<file path="src/rtl/rram_train_sequencer_pkg.sv">
// Shared types and helpers for the RRAM training sequencer.
package rram_seq_pkg;

  typedef enum logic [2:0] {
    S_IDLE, S_RST, S_SET, S_GAP, S_LEARN, S_WAIT, S_DONE
  } state_t;

  localparam int RST_CYCLES_DEF = 2;
  localparam int TIMEOUT_DEF    = 1024;
  localparam int MAX_CH         = 32;

  // Next set bit of mask strictly above cur (cur = -1 asks for the lowest).
  // wrap = 1 when nothing lies above cur; the lowest set bit is then returned.
  // An empty mask also reports wrap.
  function automatic int next_ch(input logic [MAX_CH-1:0] mask, input int cur,
                                 output logic wrap);
    int lo;
    int up;
    lo = 0;
    up = -1;
    for (int i = MAX_CH - 1; i >= 0; i--) begin
      if (mask[i]) lo = i;
      if (mask[i] && i > cur) up = i;
    end
    wrap = (up < 0);
    return wrap ? lo : up;
  endfunction

endpackage

</file>
<file path="src/rtl/rram_train_sequencer_if.sv">
// Sequencer <-> RRAM control block link: pulses out, learn completion back.
interface rram_train_sequencer_if #(
  parameter int TRAIN_W = 8,
  parameter int NUM_CH  = 4
);
  localparam int CH_W = (NUM_CH > 1) ? $clog2(NUM_CH) : 1;

  logic               ctrl_reset;
  logic               set;
  logic               learn;
  logic [CH_W-1:0]    learn_ch;
  logic [TRAIN_W-1:0] iter;
  logic               learn_done;

  modport master (output ctrl_reset, set, learn, learn_ch, iter, input learn_done);
  modport slave  (input ctrl_reset, set, learn, learn_ch, iter, output learn_done);
endinterface

</file>
<file path="src/rtl/rram_train_sequencer_timer.sv">
// Loadable down-counter timing the RST, SET, GAP and LEARN phases.
module rram_pulse_timer #(
  parameter int PW_W = 8
) (
  input  logic            clk,
  input  logic            reset_n,
  input  logic            load,
  input  logic [PW_W-1:0] load_val,
  output logic            zero
);
  logic [PW_W-1:0] cnt;

  // Load wins; otherwise count down and park at zero.
  always_ff @(posedge clk) begin
    if (!reset_n)          cnt <= '0;
    else if (load)         cnt <= load_val;
    else if (cnt != '0)    cnt <= cnt - PW_W'(1);
  end

  assign zero = (cnt == '0);
endmodule

</file>
<file path="src/rtl/rram_train_sequencer.sv">
// Drives the RRAM control block through reset, set and masked learn epochs.
module rram_train_sequencer
  import rram_seq_pkg::*;
#(
  parameter int TRAIN_W    = 8,
  parameter int NUM_CH     = 4,
  parameter int PW_W       = 8,
  parameter int RST_CYCLES = RST_CYCLES_DEF,
  parameter int TIMEOUT    = TIMEOUT_DEF
) (
  input  logic               clk,
  input  logic               reset_n,
  input  logic               start,
  input  logic [TRAIN_W-1:0] train_num,
  input  logic [NUM_CH-1:0]  ch_mask,
  input  logic [PW_W-1:0]    set_width,
  input  logic [PW_W-1:0]    learn_width,
  input  logic [PW_W-1:0]    gap,
  input  logic               abort,
  output logic               busy,
  output logic               done,
  output logic               timeout_err,
  rram_train_sequencer_if.master ctl
);
  localparam int CH_W = (NUM_CH > 1) ? $clog2(NUM_CH) : 1;
  localparam int TW   = $clog2(TIMEOUT + 1);

  state_t             st, nxt, post;
  logic [TRAIN_W-1:0] tn_q, iter_q, s_iter, pend_iter, tgt_iter;
  logic [NUM_CH-1:0]  mask_q;
  logic [PW_W-1:0]    sw_q, lw_q, gap_q, tmr_val;
  logic [CH_W-1:0]    ch_q, s_ch, pend_ch, tgt_ch;
  logic [TW-1:0]      wcnt;
  logic [MAX_CH-1:0]  mask_w;
  logic               cr_q, set_q, learn_q;
  logic               s_done, pend_done, tgt_done, wrap, last_iter;
  logic               wait_last, tmo_hit, tmr_zero, tmr_load;

  rram_pulse_timer #(.PW_W(PW_W)) u_tmr (
    .clk      (clk),
    .reset_n  (reset_n),
    .load     (tmr_load),
    .load_val (tmr_val),
    .zero     (tmr_zero)
  );

  // Next-step decode: where SET/WAIT leads, next state and timer reload.
  always_comb begin
    mask_w = '0;
    mask_w[NUM_CH-1:0] = mask_q;
    wrap = 1'b0;
    // From SET look for the lowest channel, otherwise the one above the current
    s_ch = CH_W'(next_ch(mask_w, (st == S_SET) ? -1 : int'(ch_q), wrap));
    last_iter = ({1'b0, iter_q} + (TRAIN_W+1)'(1)) == {1'b0, tn_q};
    if (st == S_SET) begin
      s_done = (tn_q == '0) || wrap;
      s_iter = '0;
    end else begin
      s_done = wrap && last_iter;
      s_iter = (wrap && !last_iter) ? iter_q + TRAIN_W'(1) : iter_q;
    end
    // GAP replays the step decided when SET/WAIT was left
    tgt_done  = (st == S_GAP) ? pend_done : s_done;
    tgt_ch    = (st == S_GAP) ? pend_ch   : s_ch;
    tgt_iter  = (st == S_GAP) ? pend_iter : s_iter;
    post      = tgt_done ? S_DONE : S_LEARN;
    wait_last = (wcnt == TW'(TIMEOUT - 1));
    tmo_hit   = (st == S_WAIT) && !abort && !ctl.learn_done && wait_last;

    nxt = st;
    case (st)
      S_IDLE:  if (start)    nxt = S_RST;
      S_RST:   if (tmr_zero) nxt = S_SET;
      S_SET:   if (tmr_zero) nxt = (gap_q != '0) ? S_GAP : post;
      S_GAP:   if (tmr_zero) nxt = post;
      S_LEARN: if (tmr_zero) nxt = S_WAIT;
      S_WAIT:  if (ctl.learn_done || wait_last) nxt = (gap_q != '0) ? S_GAP : post;
      S_DONE:  nxt = S_IDLE;
      default: nxt = S_IDLE;
    endcase
    if (abort && st != S_IDLE) nxt = S_IDLE;

    // Every timed phase is entered from a different state, so a change reloads
    tmr_load = (nxt != st);
    case (nxt)
      S_SET:   tmr_val = (sw_q == '0) ? '0 : sw_q - PW_W'(1);
      S_GAP:   tmr_val = gap_q - PW_W'(1);
      S_LEARN: tmr_val = (lw_q == '0) ? '0 : lw_q - PW_W'(1);
      default: tmr_val = PW_W'(RST_CYCLES - 1);
    endcase
  end

  // State, registered outputs, run configuration and WAIT counter.
  always_ff @(posedge clk) begin
    if (!reset_n) begin
      st          <= S_IDLE;
      cr_q        <= 1'b0;
      set_q       <= 1'b0;
      learn_q     <= 1'b0;
      busy        <= 1'b0;
      done        <= 1'b0;
      timeout_err <= 1'b0;
      ch_q        <= '0;
      iter_q      <= '0;
      tn_q        <= '0;
      mask_q      <= '0;
      sw_q        <= '0;
      lw_q        <= '0;
      gap_q       <= '0;
      pend_done   <= 1'b0;
      pend_ch     <= '0;
      pend_iter   <= '0;
      wcnt        <= '0;
    end else begin
      st      <= nxt;
      cr_q    <= (nxt == S_RST);
      set_q   <= (nxt == S_SET);
      learn_q <= (nxt == S_LEARN);
      busy    <= (nxt != S_IDLE);
      done    <= (nxt == S_DONE);
      if (st == S_IDLE && start) begin
        tn_q        <= train_num;
        mask_q      <= ch_mask;
        sw_q        <= set_width;
        lw_q        <= learn_width;
        gap_q       <= gap;
        timeout_err <= 1'b0;
        ch_q        <= '0;
        iter_q      <= '0;
      end
      if (tmo_hit) timeout_err <= 1'b1;
      if ((st == S_SET || st == S_WAIT) && nxt == S_GAP) begin
        pend_done <= s_done;
        pend_ch   <= s_ch;
        pend_iter <= s_iter;
      end
      if (nxt == S_LEARN && st != S_LEARN) begin
        ch_q   <= tgt_ch;
        iter_q <= tgt_iter;
      end
      if (st != S_WAIT)   wcnt <= '0;
      else if (!wait_last) wcnt <= wcnt + TW'(1);
    end
  end

  assign ctl.ctrl_reset = cr_q;
  assign ctl.set        = set_q;
  assign ctl.learn      = learn_q;
  assign ctl.learn_ch   = ch_q;
  assign ctl.iter       = iter_q;
endmodule

</file>
<file path="src/flat_wrapper.sv">
// flat-port wrapper written by rule: the top's interface ports become plain ports
module rram_train_sequencer_flat import rram_seq_pkg::*;
#(
  parameter int TRAIN_W    = 8,
  parameter int NUM_CH     = 4,
  parameter int PW_W       = 8,
  parameter int RST_CYCLES = RST_CYCLES_DEF,
  parameter int TIMEOUT    = TIMEOUT_DEF
)
  (clk, reset_n, start, train_num, ch_mask, set_width, learn_width, gap, abort, busy, done, timeout_err, ctl_ctrl_reset, ctl_set, ctl_learn, ctl_learn_ch, ctl_iter, ctl_learn_done);
  rram_train_sequencer_if #(.TRAIN_W(TRAIN_W), .NUM_CH(NUM_CH)) ctl_i ();
  input  logic clk;
  input  logic reset_n;
  input  logic start;
  input  logic [TRAIN_W-1:0] train_num;
  input  logic [NUM_CH-1:0] ch_mask;
  input  logic [PW_W-1:0] set_width;
  input  logic [PW_W-1:0] learn_width;
  input  logic [PW_W-1:0] gap;
  input  logic abort;
  output logic busy;
  output logic done;
  output logic timeout_err;
  output wire logic [$bits(ctl_i.ctrl_reset)-1:0] ctl_ctrl_reset;
  output wire logic [$bits(ctl_i.set)-1:0] ctl_set;
  output wire logic [$bits(ctl_i.learn)-1:0] ctl_learn;
  output wire logic [$bits(ctl_i.learn_ch)-1:0] ctl_learn_ch;
  output wire logic [$bits(ctl_i.iter)-1:0] ctl_iter;
  input wire logic [$bits(ctl_i.learn_done)-1:0] ctl_learn_done;
  assign ctl_ctrl_reset = ctl_i.ctrl_reset;
  assign ctl_set = ctl_i.set;
  assign ctl_learn = ctl_i.learn;
  assign ctl_learn_ch = ctl_i.learn_ch;
  assign ctl_iter = ctl_i.iter;
  assign ctl_i.learn_done = ctl_learn_done;
  rram_train_sequencer #(.TRAIN_W(TRAIN_W), .NUM_CH(NUM_CH), .PW_W(PW_W), .RST_CYCLES(RST_CYCLES), .TIMEOUT(TIMEOUT)) u_core (.clk(clk), .reset_n(reset_n), .start(start), .train_num(train_num), .ch_mask(ch_mask), .set_width(set_width), .learn_width(learn_width), .gap(gap), .abort(abort), .busy(busy), .done(done), .timeout_err(timeout_err), .ctl(ctl_i));
endmodule
</file>
<file path="config.mk">
export PLATFORM = sky130hd
export DESIGN_NAME = rram_train_sequencer_flat
export DESIGN_NICKNAME = d
export VERILOG_FILES = /design/src/rtl/rram_train_sequencer_pkg.sv /design/src/rtl/rram_train_sequencer_if.sv /design/src/rtl/rram_train_sequencer_timer.sv /design/src/rtl/rram_train_sequencer.sv /design/src/flat_wrapper.sv
export SDC_FILE = /design/constraint.sdc
export NUM_CORES = 1
export LEC_CHECK = 0
export ABC_AREA = 1
export CORE_UTILIZATION = 30
export DETAILED_ROUTE_END_ITERATION = 12
export MAX_ROUTING_LAYER = met4
export PLACE_DENSITY_LB_ADDON = 0.08
export SYNTH_ARGS = -nofsm -noshare
export SYNTH_HDL_FRONTEND = slang
export SYNTH_HIERARCHICAL = 1
export SYNTH_SLANG_ARGS = --single-unit
</file>
<file path="constraint.sdc">
create_clock -name clk -period 3.3 [get_ports clk]
set_clock_uncertainty 0.1 [all_clocks]
set_input_delay 0.99 -clock clk [delete_from_list [all_inputs] [get_ports clk]]
set_output_delay 0.99 -clock clk [all_outputs]
set_load 0.02 [all_outputs]
</file>
=== Yosys cells after proc, flatten, opt, wreduce, memory -nomap -nowiden ===
Cells that the tools add are included.

* Flip-flop bits (word level): 85
* Bits of input ports: 41
* Output and inout port bits: 16
* Word-level logic and storage cells: 116

* Add/sub/neg operators: 7
* Magnitude comparators: 5
* Eq/ne operators: 15
* Multiplexer cells: 37
* Bitwise operators: 1
* Reduce and logical (&&, ||, !) cells: 32

{| class="wikitable"
|+ Operators by type and width
! cell !! count
|-
| $mux 32 || 5
|-
| $mux 8 || 9
|-
| $gt 3x32->1 const A || 2
|-
| $gt 1x32->1 const A || 1
|-
| $gt 2x32->1 const A || 1
|-
| $logic_not 8->1 || 4
|-
| $lt 32x1->1 const B || 1
|-
| $sub 8x1->8 const B || 4
|-
| $mux 3 || 8
|-
| $pmux 8 s3 || 1
|-
| $mux 2 || 9
|-
| $pmux 3 s6 || 1
|-
| $reduce_bool 8->1 || 2
|-
| $logic_and 1x1->1 || 13
|-
| $eq 3x2->1 const B || 4
|-
| $eq 3x3->1 const B || 4
|-
| $add 11x1->11 const B || 1
|-
| $eq 11x10->1 const B || 1
|-
| $add 8x1->9 const B || 1
|-
| $eq 9x8->1 || 1
|-
| $add 8x1->8 const B || 1
|-
| $eq 3x1->1 const B || 2
|-
| $ne 3x3->1 const B || 2
|-
| $reduce_bool 2->1 || 3
|-
| other kinds (8) || 16
|}

=== Longest topological paths before layout ===
Gate-level depths: netlist (run 1).

* Depth in word-level cells: 20
* Mapped depth: 25
* Depth with buffers taken out: 25

=== Modules after synthesis ===
The synthesis (run 1) kept the hierarchy.

{| class="wikitable"
|+ By module, submodules not included
! module !! instances !! cells an instance !! area an instance (um2) !! sequential area each (um2)
|-
| rram_train_sequencer || 1 || 680 || 4466.8 || 1541.5
|-
| rram_pulse_timer || 1 || 70 || 478.0 || 160.2
|}

=== Worst setup path before layout (run 1) ===
No wires, ideal clock.

* Path type: register to register
* From: register u_core.iter_q[0], in the netlist u_core/ctl.iter[0]
* To: register u_core.u_tmr.cnt[1]
* Setup time: 0.113 ns
* Arrival time: 2.601 ns
* Required time: 3.087 ns
* Path slack: 0.486 ns
* Cell stages (with the launch flop): 22
* Path buffers: 1
* Clock period less this slack: 2.814 ns
* Path through: dfxtp_1 ha_1 nand3_1 o21bai_1 nand2_1 nor2_1 nor2_1 nand3_1 nand2_1 nand3_1 nand3_1 nand2_1 nand2_2 nor2_4 nor2_1 o211ai_1 buf_2 inv_2 nand2_4 inv_2 nor2_1 nor2_1

* Elaborated cells between the ends (all ways): 19
* Classes of those cells: 1 x add/sub; 5 x eq/ne; 11 x mux; 2 x reduce/logical

{| class="wikitable"
|+ RTL lines
! item !! line !! source
|-
| start: declaration || rram_train_sequencer.sv:29 || <nowiki>logic [TRAIN_W-1:0] tn_q, iter_q, s_iter, pend_iter, tgt_iter;</nowiki>
|-
| start signal: assignment || rram_train_sequencer.sv:139 || <nowiki>iter_q <= tgt_iter;</nowiki>
|-
| $add 8x1->9 (*) || rram_train_sequencer.sv:54 || <nowiki>last_iter = ({1'b0, iter_q} + (TRAIN_W+1)'(1)) == {1'b0, tn_q};</nowiki>
|-
| $eq 9x8->1 (*) || rram_train_sequencer.sv:54 ||
|-
| $logic_and 1x1->1 (*) || rram_train_sequencer.sv:59 || <nowiki>s_done = wrap && last_iter;</nowiki>
|-
| $mux 1 (*) || rram_train_sequencer.sv:55 || <nowiki>if (st == S_SET) begin</nowiki>
|-
| $mux 1 (*) || rram_train_sequencer.sv:63 || <nowiki>tgt_done = (st == S_GAP) ? pend_done : s_done;</nowiki>
|-
| $mux 2 (*) || rram_train_sequencer.sv:66 || <nowiki>post = tgt_done ? S_DONE : S_LEARN;</nowiki>
|-
| $mux 3 || rram_train_sequencer.sv:74, rram_train_sequencer.sv:77 ||
|-
| $mux 3, on equally long branches || rram_train_sequencer.sv:77, rram_train_sequencer.sv:74 ||
|-
| $pmux 3 s6 (*) || rram_train_sequencer.sv:71 || <nowiki>case (st)</nowiki>
|-
| $mux 3 (*) || rram_train_sequencer.sv:81 || <nowiki>if (abort && st != S_IDLE) nxt = S_IDLE;</nowiki>
|-
| $ne 3x3->1 (*) || rram_train_sequencer.sv:84 || <nowiki>tmr_load = (nxt != st);</nowiki>
|-
| named net u_core.tmr_load || rram_train_sequencer.sv:37 || <nowiki>logic wait_last, tmo_hit, tmr_zero, tmr_load;</nowiki>
|-
| $mux 8 or $reduce_bool 2->1 (tied branches) || - ||
|-
| end signal: assignment || rram_train_sequencer_timer.sv:16 || <nowiki>else if (load) cnt <= load_val;</nowiki>
|-
| end signal: assignment || rram_train_sequencer_timer.sv:17 || <nowiki>else if (cnt != '0) cnt <= cnt - PW_W'(1);</nowiki>
|-
| end: declaration || rram_train_sequencer_timer.sv:11 || <nowiki>logic [PW_W-1:0] cnt;</nowiki>
|}

The timed path passes the listed nets; every way through them passes the cells marked *.
A chain may end at the register's enable or synchronous reset.

=== Worst setup path in the final report (run 1) ===
* From: register u_core.iter_q[5], in the netlist u_core/ctl.iter[5]
* To: register u_core.u_tmr.cnt[1]

* Longest elaborated chain between the ends: 13
* Elaborated cells between the ends (all ways): 19
* Classes of those cells: 1 x add/sub; 5 x eq/ne; 11 x mux; 2 x reduce/logical

{| class="wikitable"
|+ Ends and longest elaborated chain
! item !! line !! source
|-
| $add 8x1->9 (*) || rram_train_sequencer.sv:54 ||
|-
| $eq 9x8->1 (*) || rram_train_sequencer.sv:54 ||
|-
| $logic_and 1x1->1 (*) || rram_train_sequencer.sv:59 ||
|-
| $mux 1 (*) || rram_train_sequencer.sv:55 ||
|-
| $mux 1 (*) || rram_train_sequencer.sv:63 ||
|-
| $mux 2 (*) || rram_train_sequencer.sv:66 ||
|-
| $mux 3 || rram_train_sequencer.sv:74, rram_train_sequencer.sv:77 ||
|-
| $mux 3, on equally long branches || rram_train_sequencer.sv:77, rram_train_sequencer.sv:74 ||
|-
| $pmux 3 s6 (*) || rram_train_sequencer.sv:71 ||
|-
| $mux 3 (*) || rram_train_sequencer.sv:81 ||
|-
| $eq 3x3->1 or $eq 3x2->1 (tied branches) || rram_train_sequencer.sv:85 || <nowiki>case (nxt)</nowiki>
|-
| $pmux 8 s3 (*) || rram_train_sequencer.sv:85 ||
|-
| named net u_core.tmr_val[1] || rram_train_sequencer.sv:31 || <nowiki>logic [PW_W-1:0] sw_q, lw_q, gap_q, tmr_val;</nowiki>
|-
| $mux 8 (*) || rram_train_sequencer_timer.sv:16 ||
|}

Marked as above.

==> impl_results.md, run 1 <==
* Hold_buf cts at 0
* Total Routed Length at 13500 um
* Max_cap viols at 0
* Largest net degree at the start of global routing at 75
* Post-synth EDFFs at 0
* Max transition margin at 0.519
* Seq pwr share at 0.320
* Antenna Cells at 0
* Vias at 4741
* Ys flop type: dfxtp_1
* Worst setup SP type: flop
* Psw at 1.56 mW
* CP arrival at 3.12 ns
* PortBufs at 56
* Routed length per instance at 13.0 um
* Crit share post-route at 0.893
* Synthesis-to-layout area growth at 24.7%
* Share of power burned in the clock network at 0.260
* Critical Path Slowest Stage Cell: dfxtp_1
* Worst-Margin Slew at 0.722 ns
* Final Hold Viols at 0
* Crit-path max FO at 7
* Layout Utilization at 0.385
* Synth area leaders: dfxtp_1 (34%), nand2_1 (12%), a21oi_1 (6.9%)
* Crit-path cells: nand2_1, nor2_2, nand3_1, nand3_1, nand2_1, nor2_1, nand3_2, nand2_1, nand3_1, nand2_1, nand2_1, nand2_4, inv_2, nand2_2, nand4_1, inv_2, nand2_1, nand2_1, nand2_1, o21ai_1, nor2_1, nor2_1
* Fmax at 0.339 GHz
* CP most frequent cell: nand2_1
* Avg Cell Area, Syn at 6.59 um^2
* Setup-failing EPs final at 0
* CP Launch Point: u_core/ctl.iter[5]
* Clock buffer depth at 2
* Core area at 16000 um^2
* Vias in the first global route at 4362
* RD Place Congestion at 0.881
* Root Buffer: clkbuf_16
* Synth Instances at 750
* Std-Cell Rows at 46
* Top-count cell post-synth: nand2_1
* R2r setup slk at 0.35 ns
* CTS tree: done
* Number of remaining DRC errors at 0
* Die area at 17000 um^2
* Leak at 2.67 nW
* Status: finished, final reports clean
* Detailed placer's ending HPWL at 10200 um
* CTS Sinks at 85
* Setup crit end kind: flop
* Reg clk slew, reported paths at 0.06 ns
* Later-pin clock latency in the skew report at 0.34 ns
* Async set or reset register ratio after synthesis at 0
* NumNets Final at 866
* TritonCTS buffer count at 9
* Post-synth cell types at 39
* End of the critical path: u_core/u_tmr/cnt[1]
* Logic pwr share at 0.420
* Required time worst endpoint at 3.48 ns
* Post-synth top cells: nand2_1 (163), inv_1 (87), dfxtp_1 (85)
* Worst min-delay path class: reg2reg
* Reg2reg end: u_core/u_tmr/cnt[1]
* Sw frac at 0.395
* Seq/Total Area, Yosys at 0.344
* Cell taking the most area after synthesis: dfxtp_1
* CTS H-tree lvls at 3
* Synth Cell Area at 4940 um^2
* Via density at 4.57
* R2R depth at 22
* Yosys reg bits at 85
* Initial Util at 0.309
* Final min period at 2.95 ns
* First-pass GRT wire length at 21800 um
* Mapped Nets at 799
* Total Power at 3.96 mW
* WS Path Type: reg2reg
* Worst Path Buf+Inv at 2
* Slew Limit Fails at 0
* Routed Antenna Nets at 0
* GR Overflow Total at 0
* Die Wd at 130 um
* P per Cell Area at 643 nW/um^2
* Top delay family on crit path: simple AND/OR/NAND/NOR gates
* DIE HEIGHT at 130 um
* Critical Path Max Stage Delay at 0.44 ns
* # IOs at 57
* Maximum VDD drop at 255 uV
* Initial antenna violation count at 0
* CP Depth at 22
* Synthesis warning total at 6
* Worst r2r src: u_core/ctl.iter[5]
* DRT iter0 DRCs at 262
* GR Util All Layers at 0.171
* First-pass DRT Iterations at 4
* Share of layout cells above drive strength 1 at 0.101
* Top-area cell type share of the netlist area at 0.344
* Cell-internal power at 2.40 mW
worst min path at each step:
stage / start / end / slack (ns) / cells after the start
after floorplan: u_core/wcnt[10] / u_core/wcnt[10] / 0.33 / 2
after global placement: u_core/wcnt[10] / u_core/wcnt[10] / 0.34 / 2
after detailed placement: u_core/wcnt[10] / u_core/wcnt[10] / 0.35 / 2
after CTS: u_core/wcnt[10] / u_core/wcnt[10] / 0.36 / 2
after global routing: u_core/wcnt[10] / u_core/wcnt[10] / 0.38 / 2
final: u_core/wcnt[10] / u_core/wcnt[10] / 0.36 / 2
layout by cell type, fill, tap and decap left out, types with 6 or more instances in the layout:
master	synthesis	final
nand2_1	163	160
inv_1	87	87
dfxtp_1	85	85
nor2_1	69	69
a21oi_1	68	68
nand3_1	67	66
clkdlybuf4s50_1	0	56
o21ai_0	55	54
buf_4	2	26
xor2_1	18	18
inv_2	14	14
nor3_1	14	14
nand2_2	9	11
clkbuf_16	0	9
o21ai_1	8	9
nand4_1	9	9
o211ai_1	8	8
and3_1	8	8
ha_1	8	7
xnor2_1	6	6
power by group through the flow:
stage | clock network, mW | registers, mW | logic [mW]
6_report | 1.03 | 1.27 | 1.67
3_5_place_dp | 0 | 1.29 | 1.63
4_1_cts | 1.07 | 1.27 | 1.64
2_1_floorplan | 0 | 1.28 | 1.17
3_3_place_gp | 0 | 1.29 | 1.63
5_1_grt | 1.11 | 1.28 | 1.87
cell type report:
type                    instances  area [um^2]
repair buffers                 82          756
flip-flops and latches         85         1700
inverters                     102          383
well taps                     216          270
multi-input cells             537         2760
clock buffers                  14          264
clock inverters                 1         30.0
fillers                      1737         9840
metal layers:
layer | vias to the layer above | routed length, um | global-route usage
met2 | 84 | 5710 | 0.254
met5 | - | 0 | -
met3 | 15 | 416 | 0.0232
met4 | 0 | 193 | 0.0609
li1 | 2568 | - | -
met1 | 2074 | 7200 | 0.236
state kept, by name, summed over array words and instances (netlist names):
register	cells
u_core/wcnt	11
u_core/ctl.iter	8
u_core/gap_q	8
u_core/lw_q	8
u_core/pend_iter	8
u_core/sw_q	8
u_core/tn_q	8
u_core/u_tmr/cnt	8
u_core/mask_q	4
u_core/st	3
u_core/ctl.learn_ch	2
u_core/pend_ch	2
u_core/busy	1
u_core/ctl.ctrl_reset	1
u_core/ctl.learn	1
u_core/ctl.set	1
u_core/done	1
u_core/pend_done	1
u_core/timeout_err	1
stage by stage:
| stage | instance area (um^2) | TNS, ns | std cells | hold slack (ns) | setup WS (ns) |
|---|---|---|---|---|---|
| 2_1_floorplan | 4940 | 0 | 750 | 0.333 | 0.486 |
| 3_3_place_gp | 5830 | 0 | 1019 | 0.344 | 0.118 |
| 3_5_place_dp | 5830 | 0 | 1019 | 0.353 | 0.0730 |
| 4_1_cts | 6120 | 0 | 1034 | 0.364 | 0.222 |
| 5_1_grt | 6160 | -0.0191 | 1037 | 0.380 | -0.0191 |
| 6_report | 6160 | 0 | 1037 | 0.362 | 0.354 |
kinds of logic (layout without fill, tap and decap cells):
logic type      after synthesis  after routing  share of synthesized area
fa+ha+maj                     8              8                     0.0202
buf+inv                     128            199                      0.103
simple gates                359            359                      0.333
xor+xnor                     24             24                     0.0425
compound gates              146            146                      0.158
flops                        85             85                      0.344
what timing repair did:
| action | CTS | global route |
|---|---|---|
| buffers inserted | 0 | 3 |
| resized for setup | 0 | 7 |
| setup endpoints to repair | 0 | 5 |
tightest hold or removal path, stage by stage (launching register included):
cell	delay [ns]
dfxtp_1	0.31
nand3_1	0.07
inv_1	0.04
No activity file was read; power rests on OpenSTA's default activity.
==> run 2: changes to the inputs <==
--- a/config.mk
+++ b/config.mk
@@ -5,12 +5,11 @@
 export SDC_FILE = /design/constraint.sdc
 export NUM_CORES = 1
 export LEC_CHECK = 0
-export ABC_AREA = 1
 export CORE_UTILIZATION = 30
 export DETAILED_ROUTE_END_ITERATION = 12
 export MAX_ROUTING_LAYER = met4
 export PLACE_DENSITY_LB_ADDON = 0.08
+export SETUP_SLACK_MARGIN = 0.5
 export SYNTH_ARGS = -nofsm -noshare
 export SYNTH_HDL_FRONTEND = slang
-export SYNTH_HIERARCHICAL = 1
 export SYNTH_SLANG_ARGS = --single-unit
==> impl_results.md, run 2 <==
* Compound-Gate Fraction of Synth Area at 0.219 (+0.0616)
* Synthesis-to-layout area growth at 33.1%
* Commonest non-fill, non-tap cells in the layout: nand2_1 (107), dfxtp_1 (76), a21oi_1 (66), clkdlybuf4s50_1 (55), buf_4 (41)
* CTS Sinks at 85 (unchanged)
* Most common cell after layout, fill and taps aside: nand2_1
* Slew Limit Fails at 0 (unchanged)
* PnR worst setup slack at 0.511 ns (+0.157 ns)
* Std-Cell Rows at 45 (-2.2%)
* Cell taking the most area after synthesis: dfxtp_1
* Worst-Margin Slew at 0.711 ns (-0.0109 ns)
* Max transition margin at 0.522 (+0.00289)
* GR Util All Layers at 0.182 (+0.0113)
* Synthesis warning total at 0 (-6)
* Worst min-delay path class: reg2reg
* CP Depth at 7 (-68%)
* Post-synthesis simple-gate area fraction at 0.259 (-0.0738)
* Synth area leaders: dfxtp_1 (36%), nand2_1 (8.7%), a21oi_1 (7.0%)
* Hold WS at 0.368 ns (+0.00542 ns)
* First-pass DRT Iterations at 4 (unchanged)
* Fillcell total at 1567 (-9.8%)
* Reg clk slew, reported paths at 0.06 ns (about the same)
* P per Cell Area at 808 nW/um^2 (+26%)
* RD Place Congestion at 0.864 (-2.0%)
* Routed Antenna Nets at 0 (unchanged)
* Hold path depth at 1 (-1)
* Top-count cell post-synth: nand2_1
* R2R depth at 13 (-41%)
* Top delay family on crit path: simple AND/OR/NAND/NOR gates
* Max_cap viols at 0 (unchanged)
* CP arrival at 2.97 ns (-0.15 ns)
* Critical Path Max Stage Delay at 0.43 ns (about the same)
* Storage cell area at 1720 um^2 (+0.96%)
* Post-synth EDFFs at 0 (unchanged)
* Worst Path Buf+Inv at 1 (-1)
* Final Hold Viols at 0 (unchanged)
* Leak at 2.26 nW (-15%)
* PortBufs at 56 (unchanged)
* # IOs at 57 (unchanged)
* Share of layout cells above drive strength 1 at 0.185 (+0.0839)
* Clock buffer depth at 2 (unchanged)
* Mapped Nets at 644 (-19%)
* XOR/XNOR Fraction of Synth Area at 0.0841 (+0.0416)
* NumNets Final at 725 (-16%)
* Unrepaired setup endpoints after global routing: true
* Yosys reg bits at 85 (unchanged)
* Max FFs per register at 11 (unchanged)
* Sum Neg Setup Slack at 0 ns (unchanged)
* Via density at 5.07 (+11%)
* CTS tree: done
* Crit-path cells: clkdlybuf4s50_1, or3_1, maj3_1, nand2_2, a31oi_4, or3_4, o22ai_2
* Post-synth cell types at 74 (+90%)
* TritonCTS buffer count at 9 (unchanged)
* Routed length per instance at 15.8 um (+21%)
* Initial antenna violation count at 0 (unchanged)
* First-pass GRT wire length at 22500 um (+3.1%)
* Die Wd at 128 um (-1.6%)
* Async set or reset register ratio after synthesis at 0 (unchanged)
* Later-pin clock latency in the skew report at 0.35 ns (about the same)
* Fmax at 0.359 GHz (+5.6%)
* Root Buffer: clkbuf_16
* Worst setup SP type: input pin
* Placed cell count at 857 (-16%)
* Synth Cell Area at 4790 um^2 (-3.2%)
* Main combinational cell family by area after synthesis: simple AND/OR/NAND/NOR gates
* Total Routed Length at 14100 um (+4.0%)
* WS Path Type: in2reg
* Mux cell area share after synthesis at 0.0196 (+0.0196)
* Critical Path Slowest Stage Cell: clkdlybuf4s50_1
* Required time worst endpoint at 3.48 ns (about the same)
* Crit share post-route at 0.845 (-0.0476)
* Core area at 15400 um^2 (-3.9%)
* Seq/Total Area, Yosys at 0.355 (+0.0112)
* Worst slack at placement at 0.0273 ns (-0.0457 ns)
* Number of remaining DRC errors at 0 (unchanged)
* Avg Cell Area, Syn at 8.05 um^2 (+22%)
* GR Overflow Total at 0 (unchanged)
* Antenna Cells at 0 (unchanged)
* Detailed placer's ending HPWL at 10100 um (-0.45%)
* Post-synth top cells: nand2_1 (111), dfxtp_1 (85), a21oi_1 (67)
* Top-area cell type share of the netlist area at 0.355 (+0.0112)
* Vias at 4524 (-4.6%)
* Crit-path max FO at 5 (-2)
* Synth Instances at 595 (-21%)
* Final min period at 2.79 ns (-0.157 ns)
* Setup crit end kind: flop
* Status: finished, final reports clean
* Die area at 16500 um^2 (-3.1%)
* Most flops, register: u_core.wcnt
* Initial Util at 0.312 (+0.00248)
* Largest net degree at the start of global routing at 48 (-36%)
* DIE HEIGHT at 128 um (-1.6%)
* Multi-input logic area at 3140 um^2 (+14%)
* Setup-failing EPs final at 0 (unchanged)
* Ys flop type: dfxtp_1
* DRT iter0 DRCs at 295 (+13%)
* Fin cells at 892 (-14%)
* CTS H-tree lvls at 3 (unchanged)
* Vias in the first global route at 4303 (-1.4%)
* Maximum VDD drop at 419 uV (+64%)
* Adder-cell share of the synthesized area at 0.0230 (+0.00275)
==> run 2: cell types whose count changed after synthesis, sizes merged, moves of 7 or more <==
cell and change:
a311oi +7, clkbuf +8, inv -82, nand2 -60, nand3 -45, nor2 -41
nor3b +7, o211ai -7, o21ai -56, o22ai +11, o2bb2ai +8, xnor2 +21
==> run 2: area by class of cell <==
class                   count  share of cell area
clock inverters             7             0.00903
flip-flops and latches     85               0.270
repair buffers             99               0.141
inverters                  19              0.0112
multi-input cells         462               0.492
well taps                 211              0.0414
clock buffers               9              0.0353
==> run 2: cell families after synthesis <==
kind of cell	after synthesis
fa+ha+maj	9
compound gates	150
simple gates	248
xor+xnor	46
flops	85
buf+inv	48
mux	9
==> run 2: timing repair <==
item,4_1_cts,5_1_grt
setup buffers,5,14
hold endpoints to repair,0,0
pin swaps,5,19
gates resized for setup,22,39
hold buffers,0,0
setup endpoints to repair,30,29
==> run 2: path summary, 6_finish.rpt <==
path,from,endpoint,slack [ns]
worst max-delay path,abort,u_core.u_tmr.cnt[5],0.51
worst min-delay path,u_core.pend_iter[5],u_core.pend_iter[5],0.37
worst max register to register,u_core.u_tmr.cnt[0],u_core.u_tmr.cnt[5],0.57
worst min register to register,u_core.pend_iter[5],u_core.pend_iter[5],0.37
==> run 2: metrics by stage <==
step                       util  cell area [um^2]  power (mW)
after floorplan               -              4800        3.07
after detailed placement  0.370              5690        3.79
after CTS                 0.396              6090        4.91
after global routing      0.415              6370        5.51
final                     0.415              6370        5.15
after global placement    0.370              5690        3.78
==> run 2: power breakdown <==
group | total, mW | internal (mW) | switching [mW]
Sequential | 1.42 | 1.20 | 0.224
Clock | 0.976 | 0.520 | 0.455
Combinational | 2.75 | 1.22 | 1.53
==> run 2: routing by layer <==
metal,part of all wire,up-vias,GRT usage
li1,-,2290,-
met1,0.50,2137,0.249
met2,0.45,86,0.266
met3,0.037,11,0.0349
met4,0.014,0,0.0651
met5,0,-,-
==> run 2: worst register-to-register path, stage by stage (launching register included) <==
cell and delay, ns:
dfxtp_2 0.36, inv_2 0.06, ha_4 0.15, nor4b_4 0.12, buf_4 0.16, and2_4 0.16, buf_4 0.14, o311ai_4 0.28
a21oi_4 0.08, buf_4 0.18, nor3_4 0.21, a31oi_4 0.07, or3_4 0.43, o22ai_2 0.16
